### src/rtl/vliw_bypass_ctrl_pkg.sv
// Shared constants and the per-lane in-flight tag for the VLIW bypass controller.
package vliw_pkg;

    localparam int REG_AW = 5;
    localparam int FWD_RF = 0;

    // One issue slot's destination as it travels down the bypass pipeline.
    typedef struct packed {
        logic              wr;
        logic [REG_AW-1:0] rd;
        logic              ld;
    } lane_tag_t;

endpackage

### src/rtl/vliw_bypass_ctrl_if.sv
// Issue-side bundle bus between the issuer (master) and the bypass controller (slave).
interface vliw_bypass_ctrl_if #(
    parameter int LANES  = 2,
    parameter int SRCS   = 2,
    parameter int DEPTH  = 2,
    parameter int REG_AW = vliw_pkg::REG_AW
);
    localparam int SELW = $clog2(LANES*DEPTH+1);

    logic                         issue_valid;
    logic [LANES*SRCS*REG_AW-1:0] issue_rs;
    logic [LANES*SRCS-1:0]        issue_rs_used;
    logic [LANES*REG_AW-1:0]      issue_rd;
    logic [LANES-1:0]             issue_wr;
    logic [LANES-1:0]             issue_ld;
    logic                         flush;
    logic                         stall;
    logic [LANES*SRCS*SELW-1:0]   fwd_sel;
    logic                         bundle_conflict;
    logic [15:0]                  stall_cnt;

    modport master (
        output issue_valid, issue_rs, issue_rs_used, issue_rd, issue_wr, issue_ld, flush,
        input  stall, fwd_sel, bundle_conflict, stall_cnt
    );

    modport slave (
        input  issue_valid, issue_rs, issue_rs_used, issue_rd, issue_wr, issue_ld, flush,
        output stall, fwd_sel, bundle_conflict, stall_cnt
    );

endinterface

### src/rtl/vliw_bypass_ctrl_fwd_match.sv
// Matches one source operand against every in-flight lane tag and picks its bypass source.
module fwd_match #(
    parameter int LANES  = 2,
    parameter int DEPTH  = 2,
    parameter int REG_AW = vliw_pkg::REG_AW,
    parameter int SELW   = $clog2(LANES*DEPTH+1)
) (
    input  logic                                   i_used,
    input  logic [REG_AW-1:0]                      i_rs,
    input  vliw_pkg::lane_tag_t [DEPTH*LANES-1:0]  i_tags,
    output logic [SELW-1:0]                        o_sel,
    output logic                                   o_ld_hit
);
    import vliw_pkg::*;

    // Scan oldest stage first so the youngest stage overwrites; within a stage the highest lane wins.
    always_comb begin
        o_sel    = SELW'(FWD_RF);
        o_ld_hit = 1'b0;
        if (i_used && (i_rs != '0)) begin
            for (int s = DEPTH-1; s >= 0; s--) begin
                for (int l = 0; l < LANES; l++) begin
                    if (i_tags[s*LANES+l].wr && (i_tags[s*LANES+l].rd == i_rs)) begin
                        o_sel    = SELW'(s*LANES + l + 1);
                        o_ld_hit = (s == 0) && i_tags[s*LANES+l].ld;
                    end
                end
            end
        end
    end

endmodule

### src/rtl/vliw_bypass_ctrl.sv
// VLIW bypass controller: tracks in-flight destinations, selects forwarding sources, detects load-use stalls.
module vliw_bypass_ctrl #(
    parameter int LANES  = 2,
    parameter int SRCS   = 2,
    parameter int DEPTH  = 2,
    parameter int REG_AW = vliw_pkg::REG_AW
) (
    input logic               clk,
    input logic               rst,
    vliw_bypass_ctrl_if.slave bus
);
    import vliw_pkg::*;

    localparam int SELW = $clog2(LANES*DEPTH+1);
    localparam int NTAG = LANES*DEPTH;
    localparam int NOPS = LANES*SRCS;

    lane_tag_t [NTAG-1:0]  r_tags;
    logic                  r_conflict;
    logic [15:0]           r_stall_cnt;

    lane_tag_t [LANES-1:0] w_new;
    logic [NOPS-1:0]       w_ld_hit;
    logic [NOPS*SELW-1:0]  w_fwd_sel;
    logic                  w_stall;
    logic                  w_accept;
    logic                  w_conflict;

    // Operands are masked during reset so nothing matches and no stall is raised.
    for (genvar k = 0; k < NOPS; k++) begin : g_op
        fwd_match #(
            .LANES  (LANES),
            .DEPTH  (DEPTH),
            .REG_AW (REG_AW),
            .SELW   (SELW)
        ) u_match (
            .i_used   (bus.issue_rs_used[k] & ~rst),
            .i_rs     (bus.issue_rs[k*REG_AW +: REG_AW]),
            .i_tags   (r_tags),
            .o_sel    (w_fwd_sel[k*SELW +: SELW]),
            .o_ld_hit (w_ld_hit[k])
        );
    end

    assign w_stall  = bus.issue_valid & ~bus.flush & (|w_ld_hit);
    assign w_accept = bus.issue_valid & ~bus.flush & ~w_stall;

    // Build the presented bundle's lane tags and flag two lanes writing the same nonzero register.
    always_comb begin
        w_conflict = 1'b0;
        for (int l = 0; l < LANES; l++) begin
            w_new[l].wr = bus.issue_wr[l];
            w_new[l].rd = bus.issue_rd[l*REG_AW +: REG_AW];
            w_new[l].ld = bus.issue_ld[l];
        end
        for (int a = 0; a < LANES; a++) begin
            for (int b = a + 1; b < LANES; b++) begin
                if (bus.issue_wr[a] && bus.issue_wr[b] &&
                    (bus.issue_rd[a*REG_AW +: REG_AW] == bus.issue_rd[b*REG_AW +: REG_AW]) &&
                    (bus.issue_rd[a*REG_AW +: REG_AW] != '0)) begin
                    w_conflict = 1'b1;
                end
            end
        end
    end

    // Advance the tag pipeline; a flush turns the current EX entry into a bubble as it moves on.
    always_ff @(posedge clk) begin
        if (rst) begin
            r_tags <= '0;
        end else begin
            for (int s = DEPTH-1; s >= 1; s--) begin
                for (int l = 0; l < LANES; l++) begin
                    r_tags[s*LANES+l] <= ((s == 1) && bus.flush) ? lane_tag_t'('0)
                                                                 : r_tags[(s-1)*LANES+l];
                end
            end
            for (int l = 0; l < LANES; l++) begin
                r_tags[l] <= w_accept ? w_new[l] : lane_tag_t'('0);
            end
        end
    end

    // Register the conflict pulse and keep a saturating count of stall cycles.
    always_ff @(posedge clk) begin
        if (rst) begin
            r_conflict  <= 1'b0;
            r_stall_cnt <= 16'h0000;
        end else begin
            r_conflict <= w_accept & w_conflict;
            if (w_stall && (r_stall_cnt != 16'hFFFF)) begin
                r_stall_cnt <= r_stall_cnt + 16'h0001;
            end
        end
    end

    assign bus.stall           = w_stall;
    assign bus.fwd_sel         = w_fwd_sel;
    assign bus.bundle_conflict = r_conflict;
    assign bus.stall_cnt       = r_stall_cnt;

endmodule

### src/flat_wrapper.sv
// flat-port wrapper written by rule: the top's interface ports become plain ports
module vliw_bypass_ctrl_flat import vliw_pkg::*;
#(
    parameter int LANES  = 2,
    parameter int SRCS   = 2,
    parameter int DEPTH  = 2,
    parameter int REG_AW = vliw_pkg::REG_AW
)
  (clk, rst, bus_issue_valid, bus_issue_rs, bus_issue_rs_used, bus_issue_rd, bus_issue_wr, bus_issue_ld, bus_flush, bus_stall, bus_fwd_sel, bus_bundle_conflict, bus_stall_cnt);
  vliw_bypass_ctrl_if #(.LANES(LANES), .SRCS(SRCS), .DEPTH(DEPTH), .REG_AW(REG_AW)) bus_i ();
  input logic clk;
  input logic rst;
  input wire logic [$bits(bus_i.issue_valid)-1:0] bus_issue_valid;
  input wire logic [$bits(bus_i.issue_rs)-1:0] bus_issue_rs;
  input wire logic [$bits(bus_i.issue_rs_used)-1:0] bus_issue_rs_used;
  input wire logic [$bits(bus_i.issue_rd)-1:0] bus_issue_rd;
  input wire logic [$bits(bus_i.issue_wr)-1:0] bus_issue_wr;
  input wire logic [$bits(bus_i.issue_ld)-1:0] bus_issue_ld;
  input wire logic [$bits(bus_i.flush)-1:0] bus_flush;
  output wire logic [$bits(bus_i.stall)-1:0] bus_stall;
  output wire logic [$bits(bus_i.fwd_sel)-1:0] bus_fwd_sel;
  output wire logic [$bits(bus_i.bundle_conflict)-1:0] bus_bundle_conflict;
  output wire logic [$bits(bus_i.stall_cnt)-1:0] bus_stall_cnt;
  assign bus_i.issue_valid = bus_issue_valid;
  assign bus_i.issue_rs = bus_issue_rs;
  assign bus_i.issue_rs_used = bus_issue_rs_used;
  assign bus_i.issue_rd = bus_issue_rd;
  assign bus_i.issue_wr = bus_issue_wr;
  assign bus_i.issue_ld = bus_issue_ld;
  assign bus_i.flush = bus_flush;
  assign bus_stall = bus_i.stall;
  assign bus_fwd_sel = bus_i.fwd_sel;
  assign bus_bundle_conflict = bus_i.bundle_conflict;
  assign bus_stall_cnt = bus_i.stall_cnt;
  vliw_bypass_ctrl #(.LANES(LANES), .SRCS(SRCS), .DEPTH(DEPTH), .REG_AW(REG_AW)) u_core (.clk(clk), .rst(rst), .bus(bus_i));
endmodule
### config.mk
export PLATFORM = sky130hd
export DESIGN_NAME = vliw_bypass_ctrl_flat
export DESIGN_NICKNAME = d
export VERILOG_FILES = /design/src/rtl/vliw_bypass_ctrl_pkg.sv /design/src/rtl/vliw_bypass_ctrl_if.sv /design/src/rtl/vliw_bypass_ctrl_fwd_match.sv /design/src/rtl/vliw_bypass_ctrl.sv /design/src/flat_wrapper.sv
export SDC_FILE = /design/constraint.sdc
export NUM_CORES = 1
export LEC_CHECK = 0
export ABC_AREA = 0
export BUFFER_PORTS_ARGS = -buffer_cell sky130_fd_sc_hd__buf_4
export CORE_AREA = 2 2 104 106
export DETAILED_ROUTE_END_ITERATION = 6
export DIE_AREA = 0 0 106 108
export GPL_ROUTABILITY_DRIVEN = 0
export PLACE_DENSITY = 0.61
export SETUP_SLACK_MARGIN = 0.15
export SLEW_MARGIN = 20
export SYNTH_ARGS = -nofsm -noshare
export SYNTH_HDL_FRONTEND = slang
export SYNTH_SLANG_ARGS = --single-unit
### constraint.sdc
create_clock -name clk -period 2.72 [get_ports clk]
set_input_delay 0.408 -clock clk [delete_from_list [all_inputs] [get_ports clk]]
set_output_delay 0.408 -clock clk [all_outputs]
set_load 0.05 [all_outputs]
==> results.sh <==
export IMPL_outcome="finished with violations"
export IMPL_failed_checks="setup timing"
export IMPL_met1Wirelength_mm=4.34
export IMPL_finish_cell_count_without_fillers=607
export IMPL_areaGrowthSynthToFinish_pct=50.1
export IMPL_crit_reg2reg_launch="u_core.r_tags[5]$_SDFF_PP0_"
export IMPL_gate_count_of_the_mapped_netlist=361
export IMPL_antenna_violating_nets_post_route=0
export IMPL_rsz0062_at_grt="true"
export IMPL_numClockSinks=43
export IMPL_yosys_top_cells_area="dfxtp_1 (28%), xor2_1 (16%), xnor2_1 (8.1%), and2_1 (6.2%), nor4_1 (3.7%)"
export IMPL_synth_avg_cell_area_um2=8.38
export IMPL_yosysWarningCount=0
export IMPL_timing_max_cap_violations=0
export IMPL_vdd_ir_drop_max_uv=211
export IMPL_tritoncts_clock_tree="done"
export IMPL_startpoint="bus_issue_rs[1]"
export IMPL_synthFlopType="dfxtp_1"
export IMPL_dp_worst_setup_slack_ns=-0.234
export IMPL_die_h_um=108
export IMPL_route_detailed_wl_per_inst_um=15.9
export IMPL_worst_clock_skew_ns=0.00741
export IMPL_synth_top_cell_by_area="dfxtp_1"
export IMPL_die_width_um=106
export IMPL_area_of_the_mapped_netlist_mm2=0.00302
export IMPL_wl_mm=9.63
export IMPL_rows=37
export IMPL_remaining_routing_drc_violations=0
export IMPL_power_leakage_nw=1.94
export IMPL_finalCriticalPeriod_ns=2.83
export IMPL_vias=3014
export IMPL_post_dp_hpwl_mm=7.35
export IMPL_fin_hold_ws_ns=0.314
export IMPL_grt_pass1_vias=3010
export IMPL_tritoncts_num_buffers=5
export IMPL_clock_root_buffer="clkbuf_8"
export IMPL_finalCritPeriodShare_pct=104
export IMPL_hold_class="in2reg"
export IMPL_power_frac_comb_pct=20.1
export IMPL_total_setup_violations_reported_at_the_end_of_the_flow=4
export IMPL_grt_start_max_net_pins=25
export IMPL_placed_cells_incl_taps=580
export IMPL_ys_ff_latch=43
export IMPL_max_freq_mhz=354
export IMPL_number_of_antenna_repair_diodes=0
export IMPL_dr_first_iter_drc_count=120
export IMPL_timing_worst_slew_pin_value_ns=0.365
export IMPL_regToRegSetupSlack_ns=-0.02
export IMPL_initial_utilization_pct=29.6
export IMPL_cts_hold_buf=0
export IMPL_intPower_w=0.000974
export IMPL_crit_required_ns=2.31
export IMPL_top_layer="met4"
export IMPL_power_clock_fraction_pct=32.2
export IMPL_yosysSeqAreaShare_pct=28.5
export IMPL_wl_met3_um=519
export IMPL_number_of_antenna_violations_at_the_first_check_in_global_routing=0
export IMPL_timing_max_slew_rel_slack_pct=75.4
export IMPL_seqPwrFrac_pct=47.7
export IMPL_dpl_cell_area_mm2=0.00403
export IMPL_postLayoutCellArea_mm2=0.00454
export IMPL_p_per_area_mw_per_mm2=300
export IMPL_worstPathArrival_ns=2.42
export IMPL_worstSetupEndpointType="output port"
export IMPL_cts_htree_levels=2
export IMPL_cts_clk_slew_worst_paths_ns=0.09
export IMPL_routed_wl_met2_mm=4.54
export IMPL_fin_total_pwr_w=0.00136
export IMPL_slew_viol_final=0
export IMPL_grt_ovfl_total=0
export IMPL_ff2ff_path_depth=13
export IMPL_post_synth_top_area_fraction_pct=28.5
export IMPL_drive_gt1_share_pct=42.7
export IMPL_final_setup_worst_slack_ns=-0.105
export IMPL_cts_path_max_buffers=2
export IMPL_syn_nets=404
export IMPL_finish_net_count=513
export IMPL_grt_pass1_wl_mm=15.2
export IMPL_timing_final_hold_violations=0
export IMPL_synth_edf_count=0
export IMPL_total_switching_power_w=0.000387
export IMPL_r2r_end="u_core.bus.stall_cnt[8]$_SDFFE_PP0P_"
export IMPL_core_mm2=0.0102
export IMPL_io_buffer_count=71
export IMPL_vias_per_cell=4.97
export IMPL_fp_dieArea_mm2=0.0114
export IMPL_grt_use_total_pct=16.8
export IMPL_insertion_delay_ns=0.30
export IMPL_worst_setup_path_start_kind="input pin"
export IMPL_switching_share_pct=28.4
export IMPL_timing_critical_path_to="bus_stall"
export IMPL_boundaryPins=72
export IMPL_synth_async_sr_flop_share_pct=0
export IMPL_yosysUniqueCellTypes=51
export IMPL_critPathKind="in2out"
export IMPL_drt_pre_antenna_iters=4
export IMPL_crit_path_max_fanout=2
==> cell usage after synthesis (2+ instances only) <==
library cell  count
nor2_1           15
o21ai_0           2
o31a_1            2
buf_2             3
inv_1             3
o211ai_1          2
buf_6             3
or4_1             9
xor2_1           56
clkbuf_1         29
nand2b_1          2
mux2i_1           2
nand3_1          13
xnor2_1          28
nand4_1           8
nor3_1            9
dfxtp_1          43
a21oi_1           8
a31oi_1           4
and4_1            2
nand2_1          13
nor2b_1           3
buf_1             5
and4b_1           2
and2_1           30
nor4_1           18
o21a_1            2
a32oi_1           2
o211ai_2          2
or3_1             2
mux2_4            3
and3_1           11
o31ai_1           7
==> routing by layer <==
layer	GRT usage, %	vias up
met5	0	-
met4	6.20	0
met3	3.25	18
met2	28.1	94
met1	21.6	1430
li1	-	1472
==> cells in the final DEF (no fill, tap or decap), types with 3 or more instances in the layout <==
cell type	synthesis	final
a21oi_1	8	6
a31oi_1	4	3
and2_1	30	23
and2_4	0	7
and3_1	11	9
buf_12	0	4
buf_4	1	121
buf_6	3	15
clkbuf_8	0	5
dfxtp_1	43	35
dfxtp_2	0	6
mux2_4	3	3
nand2_1	13	13
nand3_1	13	13
nand4_1	8	8
nor2_1	15	14
nor2b_1	3	3
nor3_1	9	4
nor3_4	0	3
nor4_1	18	14
nor4_2	0	3
o31ai_1	7	7
or4_1	9	5
or4_4	0	4
xnor2_1	28	28
xor2_1	56	54
==> power by group through the flow <==
stage / Combinational [W] / Sequential (W) / Clock, W
5_1_grt: 0.000296 / 0.000650 / 0.000477
6_report: 0.000274 / 0.000649 / 0.000438
3_5_place_dp: 0.000244 / 0.000664 / 0
3_3_place_gp: 0.000237 / 0.000664 / 0
4_1_cts: 0.000263 / 0.000649 / 0.000449
2_1_floorplan: 0.000139 / 0.000655 / 0
==> registers in the layout, indices dropped and copies added (netlist names) <==
| signal | flops |
|---|---|
| u_core.bus.stall_cnt | 16 |
| u_core.r_tags | 26 |
| u_core.bus.bundle_conflict | 1 |
==> worst max-delay path, stage by stage <==
cell      delay [ns]
buf_4           0.11
or4_4           0.54
o211ai_1        0.26
nor3_1          0.09
o41a_1          0.46
a211oi_4        0.20
or2_4           0.17
inv_2           0.04
buf_8           0.14
==> cells by family (layout without fill, tap and decap cells) <==
group | after synthesis | count (layout) | share of synthesized area [%]
buf+inv | 44 | 154 | 6.45
simple gates | 143 | 143 | 27.6
flops | 43 | 43 | 28.5
compound gates | 41 | 41 | 10.6
xor+xnor | 84 | 84 | 24.3
mux | 5 | 5 | 2.15
fa+ha+maj | 1 | 1 | 0.414
==> worst min-delay path by stage <==
| stage | start | end | cells past startpoint |
|---|---|---|---|
| after global placement | u_core.bus.stall_cnt[1]$_SDFFE_PP0P_ | u_core.bus.stall_cnt[1]$_SDFFE_PP0P_ | 2 |
| after floorplan | u_core.r_tags[6]$_SDFF_PP0_ | u_core.r_tags[20]$_SDFF_PP0_ | 1 |
| after detailed placement | u_core.bus.stall_cnt[1]$_SDFFE_PP0P_ | u_core.bus.stall_cnt[1]$_SDFFE_PP0P_ | 2 |
| after global routing | bus_issue_wr[0] | u_core.r_tags[6]$_SDFF_PP0_ | 2 |
| after CTS | bus_issue_wr[0] | u_core.r_tags[6]$_SDFF_PP0_ | 2 |
| final | bus_issue_wr[0] | u_core.r_tags[6]$_SDFF_PP0_ | 2 |
==> through the flow <==
stage | util (%) | setup TNS, ns
after global placement | 39.4 | -3.61
final | 44.4 | -0.159
after CTS | 42.6 | -0.186
after global routing | 44.4 | -1.68
after detailed placement | 39.4 | -3.89
after floorplan | - | -0.641
==> final cells by class <==
type                    count  area, um2
fillers                   985       5690
multi-input cells         274       2170
repair buffers            143       1210
flip-flops and latches     43        876
well taps                 136        170
clock buffers               5       68.8
clock inverters             3       26.3
inverters                   3       11.3
==> repair_timing <==
item                       4_1_cts  5_1_grt
cloned                           1        0
gates resized for setup         30       30
pin swaps                       23       34
setup buffers                   11        7
setup endpoints to repair       18       34
Note: power is estimated with default switching activity, not from simulation.
